File: src/rtl/hour_cnt_bcd.sv
// Hour stage of the clock chain: binary 0..23 hour register,
// manual adjust, day carry and 12 h / 24 h BCD display decode.
module hour_cnt_bcd #(
   parameter int unsigned RESET_HOUR = 0,
   parameter bit          HAS_12H    = 1'b1
) (
   input  logic       CLK,
   input  logic       RST,
   input  logic       CLR,
   input  logic       en1hz,
   input  logic       ENsec,
   input  logic       ENmin,
   input  logic       mode24,
   input  logic       adj_up,
   input  logic       adj_dn,
   output logic [1:0] QH,
   output logic [3:0] QL,
   output logic       pm,
   output logic       carry_day
);

   localparam logic [4:0] RST_H = 5'(RESET_HOUR);
   localparam logic [4:0] H_MAX = 5'd23;

   logic [4:0] h_q, h_d;
   logic       carry_q, carry_d;
   logic       tick;
   logic       use24;
   logic [4:0] h12;
   logic [4:0] d;

   assign tick  = en1hz & ENsec & ENmin;
   assign use24 = mode24 | ~HAS_12H;

   // Next hour: clear beats adjust, adjust swallows a coincident tick.
   always_comb begin
      h_d     = h_q;
      carry_d = 1'b0;
      if (CLR) begin
         h_d = RST_H;
      end else if (adj_up & adj_dn) begin
         h_d = h_q;
      end else if (adj_up) begin
         h_d = (h_q == H_MAX) ? 5'd0 : h_q + 5'd1;
      end else if (adj_dn) begin
         h_d = (h_q == 5'd0) ? H_MAX : h_q - 5'd1;
      end else if (tick) begin
         if (h_q == H_MAX) begin
            h_d     = 5'd0;
            carry_d = 1'b1;
         end else begin
            h_d = h_q + 5'd1;
         end
      end
   end

   // Hour register and day-carry pulse.
   always_ff @(posedge CLK or posedge RST) begin
      if (RST) begin
         h_q     <= RST_H;
         carry_q <= 1'b0;
      end else begin
         h_q     <= h_d;
         carry_q <= carry_d;
      end
   end

   // Display decode straight from the register, no added latency.
   always_comb begin
      h12 = (h_q >= 5'd12) ? h_q - 5'd12 : h_q;
      if (use24) begin
         d = h_q;
      end else begin
         d = (h12 == 5'd0) ? 5'd12 : h12;
      end
      if (d >= 5'd20) begin
         QH = 2'd2;
         QL = 4'(d - 5'd20);
      end else if (d >= 5'd10) begin
         QH = 2'd1;
         QL = 4'(d - 5'd10);
      end else begin
         QH = 2'd0;
         QL = d[3:0];
      end
      pm = ~use24 & (h_q >= 5'd12);
   end

   assign carry_day = carry_q;

endmodule

File: config.mk
export PLATFORM = sky130hd
export DESIGN_NAME = hour_cnt_bcd
export DESIGN_NICKNAME = d
export VERILOG_FILES = /design/src/rtl/hour_cnt_bcd.sv
export SDC_FILE = /design/constraint.sdc
export NUM_CORES = 1
export LEC_CHECK = 0
export BUFFER_PORTS_ARGS = -buffer_cell sky130_fd_sc_hd__buf_2
export CORE_UTILIZATION = 49
export DETAILED_ROUTE_END_ITERATION = 16
export PLACE_DENSITY_LB_ADDON = 0.3
export SYNTH_ARGS = -nofsm -noshare
export SYNTH_HDL_FRONTEND = slang
export SYNTH_SLANG_ARGS = --single-unit
export TNS_END_PERCENT = 1
File: constraint.sdc
create_clock -name CLK -period 3.9 [get_ports CLK]
set_clock_uncertainty 0.2 [all_clocks]
set_input_delay 0.195 -clock CLK [delete_from_list [all_inputs] [get_ports CLK]]
set_output_delay 0.195 -clock CLK [all_outputs]
set_load 0.02 [all_outputs]
==> results of run 1 <==
==> critical path, stage by stage, from the launching register on <==
cell and delay, ps:
dfrtp_1 570, ha_1 480, mux2_2 380, a2bb2oi_1 130, o311a_1 400, inv_1 130
ha_1 180, inv_1 50, o311a_1 360, a22o_1 230, buf_2 150
==> placed cells by master (no fill, tap or decap), types with 2 or more instances in the layout <==
cell and count:
nand4_1 2, dfrtp_1 6, nand2b_1 2, clkbuf_4 3, nor2b_1 2, nor3_1 2
nand3_1 6, nor3b_1 2, buf_2 16, o31ai_1 2, and3_1 2, xnor2_1 2
a211oi_1 3, o21ai_0 14, nand2_1 10, ha_1 7, o311a_1 2, inv_1 8
a21oi_1 9, nand3b_1 2, nor2_1 5, a22o_1 2
==> registers in the layout, indices dropped and copies added, names as in the netlist <==
signal	count
carry_day	1
h_q	5
==> area by class of cell <==
cell class                 instances  area [µm²]
clock buffer                       3        22.5
fill                             188         724
inverter                           8        30.0
multi-input combinational        102         716
sequential                         6         150
tap                               25        31.3
timing repair buffer              17        90.1
==> power groups by stage <==
stage               Clock [µW]  Sequential (µW)  Combinational (µW)
floorplan                    0             82.3                 243
global placement             0             96.3                 285
detailed placement           0             96.7                 290
CTS                       56.9             95.8                 293
global route              61.9             99.2                 326
finish                    56.6             96.3                 296
==> worst min-delay path by stage <==
stage / slack (ps) / to / startpoint
finish: 8 / carry_day$_DFF_PP0_ / ENsec
global route: 6 / carry_day$_DFF_PP0_ / ENsec
CTS: 10 / carry_day$_DFF_PP0_ / ENsec
detailed placement: -80 / h_q[3]$_DFFE_PP0P_ / RST
global placement: -90 / h_q[3]$_DFFE_PP0P_ / RST
floorplan: -210 / carry_day$_DFF_PP0_ / RST
==> metal layers <==
layer / share of wire [%] / up-vias / GRT usage, %
li1: - / 491 / -
met1: 50 / 449 / 33.4
met2: 46 / 29 / 34.6
met3: 4.0 / 0 / 4.76
met4: 0 / 0 / 3.53
met5: 0 / - / 0
==> kinds of logic (layout without fill, tap and decap cells) <==
kind of cell	after synthesis	after routing
DFF	6	6
buffers and inverters	15	28
muxes	2	2
AOI/OAI and AO/OA	46	46
xor gates and xnor gates	2	2
adders and majority gates	7	7
and+or+nand+nor	45	45
==> stage by stage <==
stage	hold slack (ps)	std cells	total power, µW
3_3_place_gp	-89.1	157	381
3_5_place_dp	-80.7	157	386
5_1_grt	5.55	161	487
6_report	8.15	161	448
2_1_floorplan	-214	123	325
4_1_cts	14.3	161	445
==> summary.txt, run 1 <==
Status
  – Status: completed

Yosys
  – Synth Area in Simple Gates: between 20 and 30%
  – Mapped cell area: ~940 µm²
  – Synth top area cells: dfrtp_1 (16%), ha_1 (9.3%), o21ai_0 (7.4%), a21oi_1 (4.8%), nand2_1 (4.0%)
  – Share of the synthesized area in the top cell type: 16.0%
  – Commonest cells in the netlist: o21ai_0 (14), nand2_1 (10), a21oi_1 (9), inv_1 (8), ha_1 (7)
  – Synth Instances: 123
  – Count leader, synth: o21ai_0
  – Avg Cell Area, Syn: roughly 7.6 µm²
  – Adder-Cell Fraction of Synth Area: a little under a tenth
  – Async SR Flop Fraction: between 90% and 100%
  – Dominant synthesized flop cell: dfrtp_1
  – Seq/Total Area, Yosys: between 10% and 20%
  – Post-synth top area cell: dfrtp_1
  – Register bit total from synthesis: 6
  – Combinational family with the most area after synthesis: compound AO/OA/AOI/OAI gates
  – Yosys warning count: 0
  – Yosys cell types: 49
  – XOR/XNOR Fraction of Synth Area: ~1.9%
  – Synth Area in Compound Gates: 33.4%
  – Net Count, Synth: roughly 140
  – Post-synth EDFFs: 0
  – Mux cell area share after synthesis: 2.26%

CTS
  – # hold bufs at CTS: 1
  – Post-CTS Setup Inserts: 0
  – Clk_lat worst skew: ~240 ps
  – CTS sink count: 6
  – CTS Buffer Depth: 2
  – CTS clock-pin slew for the worst setup and hold paths: 40 ps
  – Root Buffer Master: clkbuf_4
  – H-tree depth reported by CTS: 1
  – Total CTS buffers: 3
  – TritonCTS clock tree: built
  – Post_cts resized: 0

Detailed routing
  – Via density: around 6
  – Via count: just under 1000
  – DRC errors left: 0
  – DR WL/cell: roughly 13 µm
  – Post-route ant nets: 0
  – DRT Wirelength: 2100 µm
  – Pre-Repair DR Iteration Count: 4
  – Initial DRC count: 35

Power and ir drop
  – Int Power: about 230 µW
  – Part of the power in registers: between 20 and 25%
  – LEAKAGE: 0.000442 µW
  – Peak supply drop: 0.277 mV
  – Gate power share: ~66%
  – Power Density: around 430 nW/µm²
  – Sw Ratio: 49.4%
  – Net switching power: around 220 µW
  – Clock power share: approximately 13%

Timing
  – Fin. max-slew vios: 0
  – Worst Tran Pin Value: 551 ps
  – Setup TNS: 0 ps
  – Tcrit/Tclk final: about 95%
  – Final critical-path required period: between 3000 and 4000 ps
  – Final Setup Violations: 0
  – Max_slew headroom: around 63%
  – FMAX: 0.270 GHz
  – Post-route setup slack: approximately 190 ps
  – Fin. Hold Viols: 0
  – RSZ-0062 raised after global routing: false

Finish
  – Final nets: 154
  – Layout cells sized above 1: 21.3%
  – Fin util: between 50% and 60%
  – Final instance area: 1040 µm²
  – Area grow syn2layout: 10.5%
  – # diodes: 0

Setup path
  – Reg-to-Reg End: h_q[2]$_DFFE_PP0P_
  – Setup crit end: QH[0]
  – Arr. time, crit path: 3310 ps
  – R2R depth: 7
  – WP data required: approximately 3500 ps
  – CP endpoint kind: output pin
  – Reg-to-reg slack, setup: 1660 ps
  – Worst Setup SP: h_q[2]$_DFFE_PP0P_
  – Startpoint Class: register
  – R2R Path Start: h_q[0]$_DFFE_PP0P_
  – CP Class: reg -> out
  – Critical path fanouts, max: 13

Worst hold path
  – Hold depth: 3
  – Worst Hold Class: in -> reg

Floorplanning
  – Initial Utilization: 53.3%
  – Die X: 45.8 µm
  – Die area: 2100 µm²
  – Top-Level Pins: 17
  – Die H: 45.8 µm
  – Core footprint: roughly 1800 µm²
  – Rows: 15

Global route
  – Largest net degree at the start of global routing: 19
  – Overflow after GRT: 0
  – Vias in the first global route: ~800
  – GR Util All Layers: 22.8%
  – Initial antenna violation count: 0
  – First-pass GRT wire length: about 3500 µm

Placement
  – Port Buf Inserts: 16
  – Post-DP HPWL: 1590 µm
  – Place WS: 467 ps
  – Placer Congestion: around 0.83
  – Placed cell area: between 1000 and 1500 µm²

Flow run
  – # Max-Cap Violations: 0
(Power assumes the default switching activity.)
==> inputs of run 2 (changes only) <==
clock period = 3.23 ns   (was 3.9 ns; I/O delays follow)
==> run 2 against run 1 <==
- sequential power is 10% higher
- clock power is 24% higher
- final cell count is 8.7% higher
- final area is 15% higher
- die area stayed put
- count of clock-buffer cells in the layout stayed put
- utilization is 8.8 points higher
- via count is 9.6% higher
- worst hold slack better by 170 ps
==> summary.txt, run 2 (synthesis results as in run 1) <==
Power and ir drop
  – Net switching power: ~290 µW
  – Gate power share: between 70% and 80%
  – Sw Ratio: 46.8%
  – Int Power: 334 µW
  – Clock power share: 11.2%
  – Part of the power in registers: between 10% and 20%
  – LEAKAGE: a little over 0.0005 µW
  – Peak supply drop: between 0.3 and 0.4 mV
  – Power Density: 525 nW/µm²
  – Final Power: about 630 µW

Detailed routing
  – DRT Wirelength: between 2000 and 2500 µm
  – Initial DRC count: 39
  – Pre-Repair DR Iteration Count: 4
  – DR WL/cell: 14.0 µm
  – DRC errors left: 0
  – Via density: 6.07
  – Via count: 1062
  – Post-route ant nets: 0

Placement
  – Placer Congestion: 0.867
  – Dpl cells: 162
  – Place WS: 113 ps
  – Post-DP HPWL: between 1500 and 2000 µm
  – Port Buf Inserts: 16
  – Placed cell area: 1040 µm²

Global route
  – Initial antenna violation count: 0
  – GR Util All Layers: 25.9%
  – First-pass GRT wire length: ~4000 µm
  – Vias in the first global route: around 940
  – Largest net degree at the start of global routing: 19
  – Overflow after GRT: 0

Setup path
  – WP buf/inv: 4
  – WP data required: between 2000 and 3000 ps
  – Arr. time, crit path: 2740 ps
  – Slowest CP cell: dfrtp_2
  – CP Class: reg -> out
  – CP endpoint kind: output pin
  – Critical path cell sequence: inv_2, ha_1, mux2_2, a2bb2oi_1, o311a_1, inv_2, ha_2, inv_1, o311a_1, a22o_1, buf_2
  – Startpoint Class: register
  – Crit path max-delay family: compound AO/OA/AOI/OAI gates
  – CP peak stage delay: ~440 ps
  – Reg-to-reg slack, setup: ~1300 ps
  – Critical path fanouts, max: 6

Floorplanning
  – Core footprint: about 1800 µm²
  – Die X: about 46 µm
  – Die area: ~2100 µm²
  – Rows: 15
  – Top-Level Pins: 17
  – Initial Utilization: 53.3%
  – Die H: 45.8 µm

CTS
  – H-tree depth reported by CTS: 1
  – CTS Buffer Depth: 2
  – CTS clock-pin slew for the worst setup and hold paths: about 40 ps
  – Total CTS buffers: 3
  – TritonCTS clock tree: built
  – Clk_lat worst skew: around 250 ps
  – Root Buffer Master: clkbuf_4
  – CTS sink count: 6

Finish
  – Commonest non-fill, non-tap cell in the layout: buf_2
  – Largest register FFs: 5
  – Final nets: 168
  – Largest Register: h_q
  – # diodes: 0
  – Fin util: about 68%
  – Most frequent cells in the layout: buf_2 (16), o21ai_0 (13), buf_4 (11), nand2_1 (10), a21oi_1 (9)
  – Final instance area: around 1200 µm²
  – Area grow syn2layout: 27.0%
  – Layout cells sized above 1: a little over a third
  – Post-Layout Cell Count: 175

Timing
  – Fin. Hold Viols: 0
  – FMAX: 0.323 GHz
  – Final Setup Violations: 0
  – Fin. max-slew vios: 0
  – Tcrit/Tclk final: 95.9%
  – Final critical-path required period: a little over 3000 ps
  – RSZ-0062 raised after global routing: false
  – Max_slew headroom: between 50% and 60%
  – Post-route setup slack: about 130 ps
  – Worst Tran Pin Value: between 600 and 700 ps

Status
  – Status: completed

Worst hold path
  – Worst Hold Class: in -> async

Flow run
  – # Max-Cap Violations: 0
==> run 2: repair_timing <==
| action | CTS | global route |
|---|---|---|
| gates resized for setup | 7 | 9 |
| hold endpoints to repair | 8 | 0 |
| setup buffers | 0 | 6 |
| endpoints found under the setup margin | 4 | 4 |
| pin swaps | 0 | 2 |
| hold buffers | 4 | 0 |
==> run 2: worst reg2reg max path, delay by kind of cell, from the launching register on <==
kind	cells	cell delay (ps)
buf+inv	1	130
flops	1	440
simple gates	4	810
fa+ha+maj	1	210
compound gates	1	80
==> run 2: cell type report <==
cell class	count	area (µm²)
Clock buffer	3	22.5
Fill cell	161	569
Inverter	8	30.0
Multi-Input combinational cell	102	754
Sequential cell	6	154
Tap cell	25	31.3
Timing Repair Buffer	31	203
==> run 2: path summary, 6_finish.rpt <==
check                                   start                  end  depth (start not counted)
min                                       RST  carry_day$_DFF_PP0_                          3
min reg2reg                h_q[0]$_DFFE_PP0P_   h_q[0]$_DFFE_PP0P_                          1
max                        h_q[3]$_DFFE_PP0P_                QH[0]                         11
max reg2reg                h_q[0]$_DFFE_PP0P_   h_q[2]$_DFFE_PP0P_                          7
max in group asynchronous                 RST   h_q[3]$_DFFE_PP0P_                          3
min in group CLK                       adj_up   h_q[0]$_DFFE_PP0P_                          4
==> run 2: through the flow <==
stage,hold slack [ps],setup TNS [ps]
floorplan,-248,0
detailed placement,-113,0
global placement,-111,0
global route,185,0
finish,181,0
CTS,169,-7.31
==> run 2: power groups by stage <==
stage                     Sequential (µW)  Clock [µW]  Combinational [µW]
after floorplan                      99.4           0                 293
after global placement                106           0                 375
after detailed placement              108           0                 384
after CTS                             108        74.1                 395
after global routing                  109        82.2                 493
final                                 106        70.4                 451
==> run 2: metal layers <==
metal | track usage, % | up-vias | wire, µm
li1 | - | 519 | -
met1 | 33.8 | 490 | 1120
met2 | 40.6 | 48 | 1190
met3 | 7.54 | 5 | 123
met4 | 8.82 | 0 | 25
met5 | 0 | - | 0
==> inputs of run 3 (changes only) <==
BUFFER_PORTS_ARGS = unset   (was -buffer_cell sky130_fd_sc_hd__buf_2)
DONT_BUFFER_PORTS = 1   (was unset)
==> run 3 against run 2 <==
- count of clock-buffer cells in the layout unchanged
- combinational power rose by 5.3%
- sequential power about the same
- largest power group unchanged
- global-route usage decreased by 2.2 points
- sequential share of layout area barely moved
- final cell count down 8.6%
- fmax decreased by 3.5%
- worst hold slack got worse by 180 ps
- utilization shrank 1.3 points
- critical path type unchanged
- via count decreased by 2.7%
- critical path depth is 1 lower
- register-to-register slack lost 190 ps
==> summary.txt, run 3 (synthesis results as in run 1) <==
Power and ir drop
  – Final Power: about 650 µW
  – Power Density: 556 nW/µm²
  – LEAKAGE: 0.000462 µW
  – Peak supply drop: slightly above 0.4 mV

Setup path
  – CP Class: reg -> out
  – Crit path max-delay family: simple AND/OR/NAND/NOR gates
  – CP endpoint kind: output pin
  – Worst Setup SP: h_q[0]$_DFFE_PP0P_
  – Startpoint Class: register
  – Reg-to-Reg End: h_q[2]$_DFFE_PP0P_
  – Arr. time, crit path: ~2900 ps
  – Critical path cell sequence: inv_1, ha_4, or4b_4, nand4b_4, nor2_4, ha_4, a2111oi_4, mux2i_1, o22ai_1, buf_4
  – R2R depth: 7
  – Slowest CP cell: or4b_4
  – R2R Path Start: h_q[0]$_DFFE_PP0P_
  – Crit path top cell by count: ha_4
  – WP buf/inv: 2
  – WP data required: roughly 2900 ps
  – Critical path fanouts, max: 11
  – Reg-to-reg slack, setup: 1100 ps
  – CP peak stage delay: around 500 ps

Detailed routing
  – Via count: just over 1000
  – Pre-Repair DR Iteration Count: 4
  – Initial DRC count: 19
  – DRC errors left: 0
  – DRT Wirelength: between 2000 and 3000 µm
  – Via density: between 6 and 7
  – DR WL/cell: between 15 and 20 µm
  – Post-route ant nets: 0

Finish
  – Layout cells sized above 1: about a quarter
  – Area grow syn2layout: 24.5%
  – Largest register FFs: 5
  – Largest Register: h_q
  – Final nets: between 150 and 200
  – Final instance area: approximately 1200 µm²
  – # diodes: 0
  – Most frequent cells in the layout: o21ai_0 (12), buf_4 (11), nand2_1 (10), a21oi_1 (9), inv_1 (7)
  – Fillers: 165
  – Fin util: around 66%
  – Commonest non-fill, non-tap cell in the layout: o21ai_0

Floorplanning
  – Rows: 15
  – Die H: around 46 µm
  – Top-Level Pins: 17
  – Die X: 45.8 µm
  – Die area: 2100 µm²
  – Core footprint: 1760 µm²
  – Initial Utilization: 53.3%

Global route
  – GR Util All Layers: a little under a quarter
  – Initial antenna violation count: 0
  – Largest net degree at the start of global routing: 19
  – Overflow after GRT: 0
  – Vias in the first global route: 860
  – First-pass GRT wire length: about 3700 µm

Status
  – Status: completed

CTS
  – TritonCTS clock tree: built
  – Clk_lat worst skew: ~250 ps
  – Root Buffer Master: clkbuf_4
  – CTS Buffer Depth: 2
  – H-tree depth reported by CTS: 1
  – CTS sink count: 6
  – Total CTS buffers: 3
  – CTS clock-pin slew for the worst setup and hold paths: about 50 ps

Timing
  – Fin. Hold Viols: 0
  – Max_slew headroom: between 60% and 70%
  – Worst Tran Pin Value: approximately 600 ps
  – Tcrit/Tclk final: roughly 99%
  – Final Setup Violations: 0
  – FMAX: just over 0.3 GHz
  – Fin. max-slew vios: 0
  – Final critical-path required period: 3210 ps

Placement
  – Post-DP HPWL: between 1500 and 2000 µm
  – Port Buf Inserts: 0
  – Placed cell area: slightly below 1000 µm²
  – Placer Congestion: between 0.8 and 0.9

Worst hold path
  – Worst Hold Class: in -> reg
  – Hold Crit Start: CLR
  – Hold Path End: h_q[3]$_DFFE_PP0P_
  – Hold depth: 3

Flow run
  – # Max-Cap Violations: 0
run 3: timing repair:
item / 4_1_cts / 5_1_grt
setup endpoints to repair: 1 / 4
hold buffers: 4 / 0
hold endpoints to repair: 10 / 0
pin swaps: 0 / 1
gates resized for setup: 3 / 14
buffers inserted: 0 / 3
run 3: report_power, final:
part / total, µW / leakage, µW / switching [µW] / internal (µW)
logic: 475 / 0.000369 / 260 / 215
registers: 104 / 0.0000786 / 17.8 / 86.6
clock network: 70.9 / 0.0000138 / 28.7 / 42.1
total: 651 / 0.000462 / 307 / 344
run 3: worst reg2reg max path, delay by kind of cell, from the launching register on:
family                   cells  cell delay (ps)
AND/OR/NAND/NOR              4              850
flip-flops                   1              450
adder cells (fa/ha/maj)      1              230
buffers and inverters        1              220
AO/OA/AOI/OAI                1              100
run 3: how the worst max path moves through the flow:
stage                        to  slack [ps]  depth (start not counted)
final                     QL[1]          20                         10
after global routing      QL[1]         -40                         12
after CTS                 QH[0]           2                         10
after detailed placement  QL[1]         170                         10
after global placement    QL[1]         260                         10
after floorplan           QH[0]         180                         11
run 3: layout make-up:
cell class / instances / area [µm²] / share of cell area [%]
Clock buffer: 3 / 22.5 / 1.92
Tap cell: 25 / 31.3 / 2.67
Inverter: 8 / 30.0 / 2.56
Sequential cell: 6 / 151 / 12.9
Timing Repair Buffer: 16 / 134 / 11.4
Multi-Input combinational cell: 102 / 802 / 68.5
run 3: per-layer routing:
metal,GRT usage (%),wire length (µm)
met5,0,0
met2,39.1,1290
met1,32.5,1120
met3,4.76,132
met4,3.53,12
run 3: stage by stage:
step           instances  hold WS, ps  setup TNS [ps]  setup slack (ps)
2_1_floorplan        123         -248               0               176
3_3_place_gp         150         -220               0               257
3_5_place_dp         150         -214               0               171
4_1_cts              157         1.16               0              2.26
5_1_grt              160         23.9           -77.8             -42.0
6_report             160        0.788               0              22.1
